`src/rtl/poly_key_freq_pkg.sv`:
```
// Shared widths, the voice action type and helpers for the polyphonic key-to-frequency mapper.
package poly_key_freq_pkg;

    localparam int unsigned DefNumVoices = 4;
    localparam int unsigned DefCodeW     = 8;
    localparam int unsigned DefFreqW     = 16;
    localparam int unsigned DefTimeoutW  = 25;

    // A hold counter at all-ones means the voice has expired.
    localparam logic [DefTimeoutW-1:0] DefCntMax = '1;

    // What the S2 event does to its target voice.
    typedef enum logic [1:0] {
        ActNone,
        ActRefresh,
        ActLoad,
        ActRelease
    } voice_act_e;

    // Bit offset of voice v inside the packed freq output bus.
    function automatic int unsigned freq_lsb(input int unsigned voice, input int unsigned freq_w);
        return voice * freq_w;
    endfunction

    // Contents of keyfreq.mif: PS/2 set-2 make codes of the home row mapped to tone words.
    // Every code not listed reads as 0, which marks the key as unmapped.
    function automatic logic [31:0] builtin_freq(input logic [31:0] code);
        case (code)
            32'h1C:  return 32'h0106;
            32'h1B:  return 32'h0115;
            32'h23:  return 32'h0126;
            32'h2B:  return 32'h0137;
            32'h34:  return 32'h0149;
            32'h33:  return 32'h015D;
            32'h3B:  return 32'h0172;
            32'h42:  return 32'h0188;
            32'h4B:  return 32'h01A0;
            default: return 32'h0000;
        endcase
    endfunction

endpackage

```
`src/rtl/key_freq_rom.sv`:
```
// Synchronous-read key-code to frequency ROM, one cycle of read latency.
module key_freq_rom
    import poly_key_freq_pkg::*;
#(
    parameter int unsigned CODE_W     = DefCodeW,
    parameter int unsigned FREQ_W     = DefFreqW,
    parameter string       TABLE_FILE = "keyfreq.mif"
) (
    input  logic              clk,
    input  logic [CODE_W-1:0] addr,
    output logic [FREQ_W-1:0] rd_data
);

    // Table data is compiled in so no file is needed at elaboration; an empty
    // TABLE_FILE name selects an all-zero table (every key unmapped).
    localparam bit TableLoaded = (TABLE_FILE != "");

    logic [FREQ_W-1:0] rd_data_q;

    // Registered read: data lines up with the S1 event registers.
    always_ff @(posedge clk) begin
        rd_data_q <= TableLoaded ? FREQ_W'(builtin_freq(32'(addr))) : '0;
    end

    assign rd_data = rd_data_q;

endmodule

```
`src/rtl/poly_key_freq.sv`:
```
// Polyphonic key-to-frequency mapper: ROM lookup, voice allocation/stealing, per-voice hold timeout.
module poly_key_freq
    import poly_key_freq_pkg::*;
#(
    parameter int unsigned NUM_VOICES = DefNumVoices,
    parameter int unsigned CODE_W     = DefCodeW,
    parameter int unsigned FREQ_W     = DefFreqW,
    parameter int unsigned TIMEOUT_W  = DefTimeoutW,
    parameter string       TABLE_FILE = "keyfreq.mif"
) (
    input  logic                         clk,
    input  logic                         reset,
    input  logic                         key_valid,
    input  logic [CODE_W-1:0]            key_code,
    input  logic                         key_release,
    output logic [NUM_VOICES*FREQ_W-1:0] freq,
    output logic [NUM_VOICES-1:0]        voice_restart,
    output logic [NUM_VOICES-1:0]        voice_busy
);

    localparam int unsigned IdxW = (NUM_VOICES > 1) ? $clog2(NUM_VOICES) : 1;
    localparam logic [TIMEOUT_W-1:0] CntMax  = '1;
    // Expiry is taken on the edge that moves the counter onto all-ones.
    localparam logic [TIMEOUT_W-1:0] CntLast = TIMEOUT_W'(CntMax - 1'b1);

    // S1 event registers
    logic              s1_valid_q;
    logic [CODE_W-1:0] s1_code_q;
    logic              s1_release_q;
    logic [FREQ_W-1:0] rom_data;

    // Per-voice state
    logic [CODE_W-1:0]    code_q [NUM_VOICES];
    logic [CODE_W-1:0]    code_d [NUM_VOICES];
    logic [FREQ_W-1:0]    freq_q [NUM_VOICES];
    logic [FREQ_W-1:0]    freq_d [NUM_VOICES];
    logic [TIMEOUT_W-1:0] cnt_q  [NUM_VOICES];
    logic [TIMEOUT_W-1:0] cnt_d  [NUM_VOICES];
    logic [NUM_VOICES-1:0] busy_q, busy_d;
    logic [NUM_VOICES-1:0] restart_q, restart_d;

    // Allocation search results
    logic                 match_found;
    logic [IdxW-1:0]      match_idx;
    logic                 free_found;
    logic [IdxW-1:0]      free_idx;
    logic [IdxW-1:0]      oldest_idx;
    logic [TIMEOUT_W-1:0] oldest_cnt;

    voice_act_e      act;
    logic [IdxW-1:0] target;

    key_freq_rom #(
        .CODE_W     (CODE_W),
        .FREQ_W     (FREQ_W),
        .TABLE_FILE (TABLE_FILE)
    ) u_rom (
        .clk     (clk),
        .addr    (key_code),
        .rd_data (rom_data)
    );

    // S1: capture the event alongside the ROM read.
    always_ff @(posedge clk or posedge reset) begin
        if (reset) begin
            s1_valid_q   <= 1'b0;
            s1_code_q    <= '0;
            s1_release_q <= 1'b0;
        end else begin
            s1_valid_q   <= key_valid;
            s1_code_q    <= key_code;
            s1_release_q <= key_release;
        end
    end

    // Search registered voice state: held-key match, lowest free voice, oldest voice.
    always_comb begin
        match_found = 1'b0;
        match_idx   = '0;
        free_found  = 1'b0;
        free_idx    = '0;
        oldest_idx  = '0;
        oldest_cnt  = cnt_q[0];
        for (int unsigned v = 0; v < NUM_VOICES; v++) begin
            if (busy_q[v] && (code_q[v] == s1_code_q) && !match_found) begin
                match_found = 1'b1;
                match_idx   = IdxW'(v);
            end
            if (!busy_q[v] && !free_found) begin
                free_found = 1'b1;
                free_idx   = IdxW'(v);
            end
            // Strict compare keeps ties on the lowest index.
            if (cnt_q[v] > oldest_cnt) begin
                oldest_cnt = cnt_q[v];
                oldest_idx = IdxW'(v);
            end
        end
    end

    // S2: decide what the event does and which voice it targets.
    always_comb begin
        act    = ActNone;
        target = '0;
        if (s1_valid_q && (s1_code_q != '0)) begin
            if (s1_release_q) begin
                if (match_found) begin
                    act    = ActRelease;
                    target = match_idx;
                end
            end else if (match_found) begin
                act    = ActRefresh;
                target = match_idx;
            end else if (rom_data != '0) begin
                act    = ActLoad;
                target = free_found ? free_idx : oldest_idx;
            end
        end
    end

    // Per-voice next state: timeout first, then the S2 event overrides its target.
    always_comb begin
        busy_d    = busy_q;
        restart_d = '0;
        for (int unsigned v = 0; v < NUM_VOICES; v++) begin
            code_d[v] = code_q[v];
            freq_d[v] = freq_q[v];
            cnt_d[v]  = cnt_q[v];
        end
        for (int unsigned v = 0; v < NUM_VOICES; v++) begin
            if (busy_q[v]) begin
                if (cnt_q[v] == CntLast) begin
                    cnt_d[v]     = CntMax;
                    freq_d[v]    = '0;
                    busy_d[v]    = 1'b0;
                    restart_d[v] = 1'b1;
                end else begin
                    cnt_d[v] = cnt_q[v] + 1'b1;
                end
            end
            if ((act != ActNone) && (target == IdxW'(v))) begin
                unique case (act)
                    ActRefresh: begin
                        cnt_d[v]     = '0;
                        freq_d[v]    = freq_q[v];
                        busy_d[v]    = 1'b1;
                        restart_d[v] = 1'b0;
                    end
                    ActLoad: begin
                        code_d[v]    = s1_code_q;
                        freq_d[v]    = rom_data;
                        cnt_d[v]     = '0;
                        busy_d[v]    = 1'b1;
                        restart_d[v] = 1'b1;
                    end
                    ActRelease: begin
                        freq_d[v]    = '0;
                        cnt_d[v]     = '0;
                        busy_d[v]    = 1'b0;
                        restart_d[v] = 1'b1;
                    end
                    default: ;
                endcase
            end
        end
    end

    // Voice state registers.
    always_ff @(posedge clk or posedge reset) begin
        if (reset) begin
            busy_q    <= '0;
            restart_q <= '0;
            for (int unsigned v = 0; v < NUM_VOICES; v++) begin
                code_q[v] <= '0;
                freq_q[v] <= '0;
                cnt_q[v]  <= '0;
            end
        end else begin
            busy_q    <= busy_d;
            restart_q <= restart_d;
            for (int unsigned v = 0; v < NUM_VOICES; v++) begin
                code_q[v] <= code_d[v];
                freq_q[v] <= freq_d[v];
                cnt_q[v]  <= cnt_d[v];
            end
        end
    end

    for (genvar v = 0; v < NUM_VOICES; v++) begin : g_freq
        assign freq[freq_lsb(v, FREQ_W) +: FREQ_W] = freq_q[v];
    end

    assign voice_restart = restart_q;
    assign voice_busy    = busy_q;

endmodule

```
`config.mk`:
```
export PLATFORM = sky130hd
export DESIGN_NAME = poly_key_freq
export DESIGN_NICKNAME = d
export VERILOG_FILES = /design/src/rtl/poly_key_freq_pkg.sv /design/src/rtl/key_freq_rom.sv /design/src/rtl/poly_key_freq.sv
export SDC_FILE = /design/constraint.sdc
export NUM_CORES = 1
export LEC_CHECK = 0
export CORE_UTILIZATION = 35
export DETAILED_ROUTE_END_ITERATION = 10
export PLACE_DENSITY = 0.5
export REMOVE_ABC_BUFFERS = 1
export SETUP_SLACK_MARGIN = 0.1
export SYNTH_ARGS = -nofsm -noshare
export SYNTH_HDL_FRONTEND = slang
export SYNTH_SLANG_ARGS = --single-unit
```
`constraint.sdc`:
```
create_clock -name clk -period 9.3 [get_ports clk]
set_input_delay 0.93 -clock clk [delete_from_list [all_inputs] [get_ports clk]]
set_output_delay 0.93 -clock clk [all_outputs]
set_load 0.02 [all_outputs]
```
# Yosys cells after proc, flatten, opt, wreduce, memory -nomap -nowiden
# Index checks and enable logic that the tools add are counted.
# classes
n_lt_le_gt_ge	3
reduce_logical	34
n_addsub	4
mux	95
n_eq_ne	27
# ops
op	count
$mux W25	18
$mux W16	12
$pmux W16 S3	4
$add A25 B1 Y25 const B	4
$eq A25 B25 Y1 const B	4
$pmux W9 S9	1
$gt A25 B25 Y1	3
$eq A8 B6 Y1 const B	5
$mux W1	35
$mux W2	17
$eq A8 B8 Y1	4
$eq A8 B5 Y1 const B	2
$eq A8 B7 Y1 const B	2
$pmux W1 S2	8
$reduce_bool A16 Y1	1
$logic_and A1 B1 Y1	15
$eq A2 B2 Y1 const B	4
$logic_not A1 Y1	8
$ne A2 B2 Y1 const B	4
$reduce_and A2 Y1	4
$reduce_bool A8 Y1	1
$eq A2 B1 Y1 const B	2
$reduce_or A2 Y1	2
$reduce_or A3 Y1	1
2 further kinds	2
# word_totals
reg_bits	223
out_inout_bits	72

# Longest topological paths before layout
# Gate-level depths: netlist of the first run.
# depth
ltp_word	19
ltp_mapped	32

# Modules after synthesis
# A second synthesis of the first run with hierarchy kept.
# unflattened
hier_cells	1249
area_unflattened_um2	12614.6
# modules_own_cells
mod	n_inst	area_each_um2	cells_each
poly_key_freq	1	12087.8	1186
key_freq_rom	1	526.8	63

# Worst setup path after synthesis of the first run
# No wires, ideal clock.
# synth_timing
path_kind	reg-to-reg
startpoint	register cnt_q[91] (netlist name)
endpoint	register code_q[16] (netlist name)
required_time_ns	9.175
n_path_buf	5
setup_ns	0.125
period_less_slack_ns	7.527
path_stages_with_launch	31
path_slack_ns	1.773
t_arrival_ns	7.402
path_cell_list	dfrtp_1 clkbuf_1 inv_1 ha_1 a21oi_1 a21oi_1 a2111oi_0 o2111ai_1 nand2_1 clkbuf_1 mux2i_1 ha_1 a21o_1 a221o_1 a22oi_1 nand4_1 o31ai_1 clkbuf_1 clkbuf_1 o21ai_0 ha_1 and4_1 nand2_1 or3_1 or4_1 a221oi_2 a31oi_1 a211oi_2 and2_1 buf_4 mux2_2
# synth_via
elab_chain_cells	14
# synth_rtl
element	line	source
start, declared	poly_key_freq.sv:37	logic [TIMEOUT_W-1:0] cnt_q [NUM_VOICES];
start signal, assigned by index	poly_key_freq.sv:184	cnt_q[v] <= cnt_d[v];
$gt A25 B25 Y1	poly_key_freq.sv:94	if (cnt_q[v] > oldest_cnt) begin
$mux W25	poly_key_freq.sv:94	
$gt A25 B25 Y1	poly_key_freq.sv:94	
$mux W25	poly_key_freq.sv:94	
$gt A25 B25 Y1	poly_key_freq.sv:94	
$mux W2 *	poly_key_freq.sv:94	
$mux W2 *	poly_key_freq.sv:116	target = free_found ? free_idx : oldest_idx;
$mux W2 *	poly_key_freq.sv:114	end else if (rom_data != '0) begin
$mux W2 *	poly_key_freq.sv:111	end else if (match_found) begin
$mux W2 *	poly_key_freq.sv:106	if (s1_release_q) begin
$mux W2 *	poly_key_freq.sv:105	if (s1_valid_q && (s1_code_q != '0)) begin
$eq A2 B1 Y1 *	poly_key_freq.sv:141	if ((act != ActNone) && (target == IdxW'(v))) begin
$logic_and A1 B1 Y1 *	poly_key_freq.sv:141	
$reduce_and A2 Y1 (no line) *	--	
end signal, assigned by index	poly_key_freq.sv:182	code_q[v] <= code_d[v];
end, declared	poly_key_freq.sv:33	logic [CODE_W-1:0] code_q [NUM_VOICES];
# Mark *: on every way between the ends. The rest lies on a longest branch, timed or not.
# A chain may end at the register's enable or synchronous reset.

# Final worst setup path of the first run
# layout_timing
startpoint	register cnt_q[91] (netlist name)
endpoint	register busy_q[1], in the netlist voice_busy[1]
# layout_via
elab_chain_cells	14
# layout_rtl
element	line	source
$gt A25 B25 Y1	poly_key_freq.sv:94	
$mux W25	poly_key_freq.sv:94	
$gt A25 B25 Y1	poly_key_freq.sv:94	
$mux W25	poly_key_freq.sv:94	
$gt A25 B25 Y1	poly_key_freq.sv:94	
$mux W2 *	poly_key_freq.sv:94	
$mux W2 *	poly_key_freq.sv:116	
$mux W2 *	poly_key_freq.sv:114	
$mux W2 *	poly_key_freq.sv:111	
$mux W2 *	poly_key_freq.sv:106	
$mux W2 *	poly_key_freq.sv:105	
$eq A2 B1 Y1 *	poly_key_freq.sv:141	
$logic_and A1 B1 Y1 *	poly_key_freq.sv:141	
$mux W1 *	poly_key_freq.sv:141	
via busy_d[1]	poly_key_freq.sv:39	logic [NUM_VOICES-1:0] busy_q, busy_d;
end signal, assigned	poly_key_freq.sv:179	busy_q <= busy_d;
end, declared	poly_key_freq.sv:39	
# Mark *: on every way through the listed nets, which the timed path passes. The rest lies on a longest branch.

==> impl_results.rst, run 1 <==
.. list-table::
   :header-rows: 1

   * - Metric
     - Value
   * - Post-Syn Area
     - 0.0129 mm2
   * - Critical path required time
     - 9.78 ns
   * - Unique masters post-synth
     - 61
   * - Crit-path max FO
     - 38
   * - CTS tree
     - built
   * - Number of buffer cells added on primary ports
     - 83
   * - Most common library cell in the layout ignoring fill and taps
     - dfrtp_1
   * - Cells on Worst Hold Path
     - 1
   * - Chip Height
     - 194 um
   * - Area of all placed cells without fillers
     - 0.0151 mm2
   * - Total core area
     - 0.0358 mm2
   * - First-pass GRT wire length
     - 55900 um
   * - Share of power burned in the clock network
     - 46.7%
   * - Cell at the slowest stage of the critical path
     - a2111oi_1
   * - Post-synth EDFFs
     - 0
   * - Kind of end point of the critical path
     - flop
   * - Drt initial violations
     - 420
   * - Setup violators final
     - 0
   * - Sort of element at the start of the critical path
     - flop
   * - Standby leakage power
     - 0.00710 uW
   * - Relative contribution of combinational cells to total power
     - 9.3%
   * - Final routed wirelength across all metal layers
     - 33900 um
   * - Finished Layout Cells
     - 1876
   * - Internal cell power
     - 1670 uW
   * - Number of placed instances with taps included
     - 1824
   * - Aggregate global-route resource usage
     - 18.3%
   * - Crit path DAT
     - 8.69 ns
   * - Placement-stage cell area
     - 0.0142 mm2
   * - Actual slew at the worst max-slew pin
     - 0.997 ns
   * - RSZ-0062 raised after global routing
     - no
   * - Result of the run
     - finished clean
   * - P_sw
     - 569 uW
   * - Die Area
     - 0.0375 mm2
   * - Root Driver
     - clkbuf_16
   * - Most frequent cells in the layout
     - dfrtp_1 (214), a21oi_1 (121), nand2_1 (117)
   * - Worst hold slack
     - 0.488 ns
   * - Sequential Power Share
     - 44.1%
   * - Floorplan row count
     - 69
   * - Horizontal die dimension
     - 194 um
   * - Initial Util
     - 35.9%
   * - Count of endpoints failing hold in the final timing report
     - 0
   * - Area grow syn2layout
     - 17.1%
   * - Post-CTS Hold Fix Bufs
     - 0
   * - Critical path class
     - flop to flop
   * - Clock transition time at the flip-flop clock pins of the worst setup and hold paths
     - 0.06 ns
   * - Via count of the first global-routing pass
     - 9998
   * - Path category of the worst min-delay check
     - flop to flop
   * - Count of H-tree levels built during CTS
     - 1
   * - Peak supply drop
     - 123 uV
   * - Yosys reg bits
     - 223
   * - Clock sinks
     - 223
   * - Max-slew violations
     - 0
   * - Via density
     - 5.22
   * - Gpl congestion
     - 0.830
   * - Ant. Diodes
     - 0
   * - Later-pin clock latency in the skew report
     - 0.56 ns
   * - Power density over the cells
     - 148 mW/mm2
   * - Largest net degree at the start of global routing
     - 99
   * - I/O pin cnt
     - 84
   * - GRT Residual Overflow
     - 0
   * - Synth warn
     - 0
   * - Highest routed metal layer
     - met4
   * - Fmax achieved
     - 122 MHz
   * - Clock buffer count from CTS
     - 27
   * - Cells after synthesis
     - 1326
   * - Max Root-Sink Buffers
     - 3
   * - FFs w/ async S/R, synth
     - 96.0%
   * - Average footprint of a synthesized cell
     - 9.70 um2
   * - Post-route clock period utilization
     - 88.3%
   * - Routed wire length on met3
     - 1610 um
   * - First-pass iteration count of the detailed router
     - 5
   * - Antenna-violating nets left
     - 0
   * - FF-to-FF path depth
     - 29
   * - Routed met2 length
     - 15500 um
   * - Post-detailed-placement half-perimeter wirelength
     - 24100 um
   * - Largest stage delay on the critical path
     - 0.59 ns
   * - Share of total power consumed by net switching
     - 25.5%
   * - Final routed wire length divided by cell count
     - 18.1 um
   * - DRC violations left
     - 0
   * - Proportion of synthesized chip area in sequential cells
     - 43.0%
   * - Vias
     - 9792
   * - Total negative setup slack
     - 0 ns
   * - Share of final-layout standard cells stronger than drive strength 1
     - 7.84%
   * - Relative max-transition margin
     - 33.6%
   * - Number of nets at the end of the flow
     - 1494
   * - Routed length on met1
     - 16200 um
   * - Main synth FF type
     - dfrtp_1
   * - Count of maximum capacitance violations
     - 0
   * - Min cycle time layout
     - 8.21 ns
   * - Largest clock skew in the final design
     - 0.0163 ns
   * - Number of antenna violations at the first check in global routing
     - 0
==> critical path, delay by kind of cell (launching register included) <==
family                     cells  cell delay [ns]
AOI/OAI and AO/OA             11             2.94
and+or+nand+nor                9             2.10
muxes                          2             0.57
adders and majority gates      3             0.92
DFF                            1             0.49
buffers and inverters          4             1.11
==> cell type report <==
cell class                      instances  area [um2]
Clock buffer                           43         827
Clock inverter                          7        52.6
Fill cell                            3481       20800
Inverter                               51         199
Multi-Input combinational cell        990        6900
Sequential cell                       223        5540
Tap cell                              461         577
Timing Repair Buffer                  101         966
==> through the flow <==
stage	power [uW]	utilization [%]	setup WS [ns]
after floorplan	1150	-	-1.27
after global placement	1210	39.5	0.887
after detailed placement	1210	39.5	0.562
after CTS	2260	42.0	0.535
after global routing	2330	42.0	0.328
final	2230	42.0	1.09
==> routing by layer <==
metal / GRT usage [%] / vias up
li1: - / 4862
met1: 24.9 / 4737
met2: 29.8 / 155
met3: 3.93 / 38
met4: 3.64 / 0
met5: 0 / -
==> cell usage after synthesis, types with 3 or more instances <==
cell | number | area [um2]
a211o_1 | 3 | 26.3
buf_2 | 20 | 100
nand2_2 | 3 | 18.8
mux2i_1 | 28 | 280
a21oi_1 | 122 | 611
a311oi_1 | 4 | 35.0
ha_1 | 88 | 1100
nor4_1 | 10 | 62.6
o22ai_1 | 4 | 25.0
a2111oi_0 | 3 | 26.3
a31oi_1 | 5 | 31.3
xnor2_1 | 78 | 683
o31a_1 | 3 | 26.3
nand2b_1 | 8 | 50.1
o21ai_0 | 58 | 290
nor2b_1 | 15 | 93.8
a21boi_0 | 15 | 113
and3_1 | 14 | 87.6
nand4_1 | 38 | 238
xor2_1 | 41 | 359
or3_1 | 5 | 31.3
o21a_1 | 24 | 180
dfrtp_1 | 214 | 5360
nor3_1 | 25 | 125
buf_4 | 7 | 52.6
inv_1 | 51 | 191
and2_1 | 11 | 68.8
nor2_1 | 66 | 248
mux2_2 | 33 | 372
or2_2 | 4 | 25.0
nand3_1 | 53 | 265
a22o_1 | 27 | 236
and4_1 | 7 | 61.3
buf_1 | 7 | 26.3
a21o_1 | 47 | 353
clkbuf_1 | 28 | 105
dfxtp_1 | 9 | 180
nand2_1 | 117 | 439
o31ai_1 | 3 | 22.5
==> sequential cells by signal, summed over array words and instances, names as in the netlist <==
| name | cells |
|---|---|
| s1_code_q | 8 |
| code_q | 32 |
| voice_busy | 4 |
| s1_valid_q | 1 |
| voice_restart | 4 |
| u_rom.rd_data | 9 |
| freq | 64 |
| s1_release_q | 1 |
| cnt_q | 100 |
==> power groups by stage <==
stage                     clock (uW)  sequential, uW  combinational, uW
after floorplan                    0            1000                150
after global placement             0            1000                206
after detailed placement           0            1000                208
after CTS                       1070             985                209
after global routing            1110             985                239
final                           1040             985                207
==> what timing repair did <==
action,in CTS,in global routing
setup buffers,0,2
resized for setup,0,1
setup endpoints to repair,0,84
==> cells by family after synthesis <==
group           share of synthesized area (%)
simple gates                             14.6
compound gates                           17.0
flops                                    43.0
xor+xnor                                 8.10
buf+inv                                  3.70
fa+ha+maj                                8.56
mux                                      5.07
==> final timing paths <==
kind                            startpoint       endpoint  slack [ns]
worst max-delay path             cnt_q[91]  voice_busy[1]        1.09
worst min-delay path              freq[11]       freq[11]        0.49
worst max register to register   cnt_q[91]  voice_busy[1]        1.09
worst min register to register    freq[11]       freq[11]        0.49
max in group asynchronous            reset      cnt_q[77]        6.87
min in group asynchronous            reset     code_q[10]        0.90
Power figures use the tool's default switching activity.
==> inputs of run 2 (changes only) <==
Settings changed: RECOVER_POWER set to 50.
==> impl_results.rst, run 2 (synthesized netlist as in run 1, its figures left out) <==
.. list-table::
   :header-rows: 1

   * - Metric
     - Value
   * - Result of the run
     - finished with violations
   * - Violations in the final reports
     - max-capacitance violations, max-slew violations
   * - Actual slew at the worst max-slew pin
     - 4.63 ns
   * - Sort of element at the start of the critical path
     - flop
   * - Clock sinks
     - 223
   * - Clock transition time at the flip-flop clock pins of the worst setup and hold paths
     - 0.06 ns
   * - Clock buffer count from CTS
     - 27
   * - Max Root-Sink Buffers
     - 3
   * - Cells on Worst Hold Path
     - 1
   * - Peak supply drop
     - 123 uV
   * - Hold path startpoint
     - freq[11]
   * - Aggregate global-route resource usage
     - 18.3%
   * - Gpl congestion
     - 0.830
   * - Standby leakage power
     - 0.00733 uW
   * - Via density
     - 5.23
   * - Setup violators final
     - 0
   * - Drt initial violations
     - 459
   * - CTS tree
     - built
   * - Critical path class
     - flop to flop
   * - Final routed wire length divided by cell count
     - 18.0 um
   * - Fillcell total
     - 3484
   * - Via count of the first global-routing pass
     - 9998
   * - Share of final-layout standard cells stronger than drive strength 1
     - 7.77%
   * - Kind of cell with the highest combined delay on the critical path
     - compound AO/OA/AOI/OAI gates
   * - Final routed wirelength across all metal layers
     - 33800 um
   * - Cell at the slowest stage of the critical path
     - a2111oi_1
   * - Antenna-violating nets left
     - 0
   * - Largest register by flop count
     - cnt_q
   * - Count of endpoints failing hold in the final timing report
     - 0
   * - Fmax achieved
     - 122 MHz
   * - Floorplan row count
     - 69
   * - Die Area
     - 0.0375 mm2
   * - Post-route clock period utilization
     - 88.4%
   * - Root Driver
     - clkbuf_16
   * - Post-CTS Hold Fix Bufs
     - 0
   * - DRC violations left
     - 0
   * - Kind of end point of the critical path
     - flop
   * - First-pass GRT wire length
     - 55900 um
   * - Crit-path max FO
     - 38
   * - Total core area
     - 0.0358 mm2
   * - Vias
     - 9818
   * - Number of placed instances with taps included
     - 1824
   * - RSZ-0062 raised after global routing
     - no
   * - Crit path DAT
     - 8.70 ns
   * - Initial Util
     - 35.9%
   * - Path category of the worst min-delay check
     - flop to flop
   * - Utilization after layout
     - 42.0%
   * - Critical path required time
     - 9.78 ns
   * - Ant. Diodes
     - 0
   * - FF-to-FF path depth
     - 30
   * - Count of H-tree levels built during CTS
     - 1
   * - Later-pin clock latency in the skew report
     - 0.56 ns
   * - Number of flip-flops under the largest register name
     - 100
   * - Power density over the cells
     - 148 mW/mm2
   * - Most frequent cells in the layout
     - dfrtp_1 (214), a21oi_1 (121), nand2_1 (117)
   * - I/O pin cnt
     - 84
   * - Worst Setup Slack, final
     - 1.08 ns
   * - GRT Residual Overflow
     - 0
   * - Reg-to-Reg End
     - voice_busy[1]
   * - Post-detailed-placement half-perimeter wirelength
     - 24100 um
   * - Largest clock skew in the final design
     - 0.0163 ns
   * - Most common library cell in the layout ignoring fill and taps
     - dfrtp_1
   * - Horizontal die dimension
     - 194 um
   * - Number of buffer cells added on primary ports
     - 83
   * - Hold path endpoint
     - freq[11]
   * - Largest net degree at the start of global routing
     - 99
   * - Largest stage delay on the critical path
     - 0.59 ns
   * - Finished Layout Cells
     - 1876
   * - DP Worst Slack
     - 0.562 ns
   * - Area grow syn2layout
     - 17.0%
   * - Chip Height
     - 194 um
   * - First-pass iteration count of the detailed router
     - 5
   * - R2R Path Start
     - cnt_q[89]
   * - Critical path buffer and inverter count
     - 4
   * - Max-slew violations
     - 219
   * - R2R setup slack
     - 1.08 ns
   * - Number of antenna violations at the first check in global routing
     - 0
   * - Count of maximum capacitance violations
     - 3
   * - Min cycle time layout
     - 8.22 ns
   * - Number of nets at the end of the flow
     - 1494
   * - Relative max-transition margin
     - -211%
run 2: final cells by class:
class	count	area (um2)	area share, %
multi-input combinational	990	6900	45.9
sequential	223	5540	36.8
timing repair buffer	101	960	6.38
clock buffer	43	827	5.50
tap	461	577	3.83
inverter	51	193	1.28
clock inverter	7	52.6	0.349
run 2: how the worst max path moves through the flow:
stage,from,end,slack (ns),cells past startpoint
after floorplan,cnt_q[64],code_q[16],-1.27,24
after global placement,cnt_q[89],voice_busy[1],0.89,27
after detailed placement,cnt_q[89],voice_busy[1],0.56,27
after CTS,cnt_q[89],voice_busy[1],0.53,27
after global routing,cnt_q[91],freq[25],0.33,29
final,cnt_q[89],voice_busy[1],1.08,30
run 2: worst reg2reg max path, delay by kind of cell (launching register included):
family / cells / cell delay [ns]
flip-flops: 1 / 0.41
AO/OA/AOI/OAI: 11 / 2.96
AND/OR/NAND/NOR: 10 / 2.19
multiplexers: 2 / 0.57
buffers and inverters: 4 / 1.12
adder cells (fa/ha/maj): 3 / 0.90
run 2: timing repair:
action | 4_1_cts | 5_1_grt
endpoints found under the setup margin | 0 | 84
buffers inserted | 0 | 2
gates resized for setup | 0 | 1
run 2: routing by layer:
metal,GRT usage [%],share of wire (%),vias to the layer above,wire (um)
met5,0,0,-,0
met3,3.93,4.9,38,1650
met4,3.64,1.7,0,580
li1,-,-,4866,-
met1,24.9,48,4755,16100
met2,29.8,46,159,15500
run 2: power by group:
part / internal [uW] / total (uW) / switching, uW
sequential: 976 / 985 / 9.62
clock: 610 / 1040 / 430
combinational: 78.6 / 205 / 127
total: 1660 / 2230 / 566
run 2: per-stage QoR:
stage | setup TNS, ns | power [uW] | hold WS, ns | instance area (um2)
after global routing | 0 | 2330 | 0.501 | 15000
after CTS | 0 | 2260 | 0.494 | 15000
after global placement | 0 | 1210 | 0.472 | 14200
final | 0 | 2230 | 0.482 | 15000
after floorplan | -119.85 | 1150 | 0.501 | 12600
after detailed placement | 0 | 1210 | 0.478 | 14200
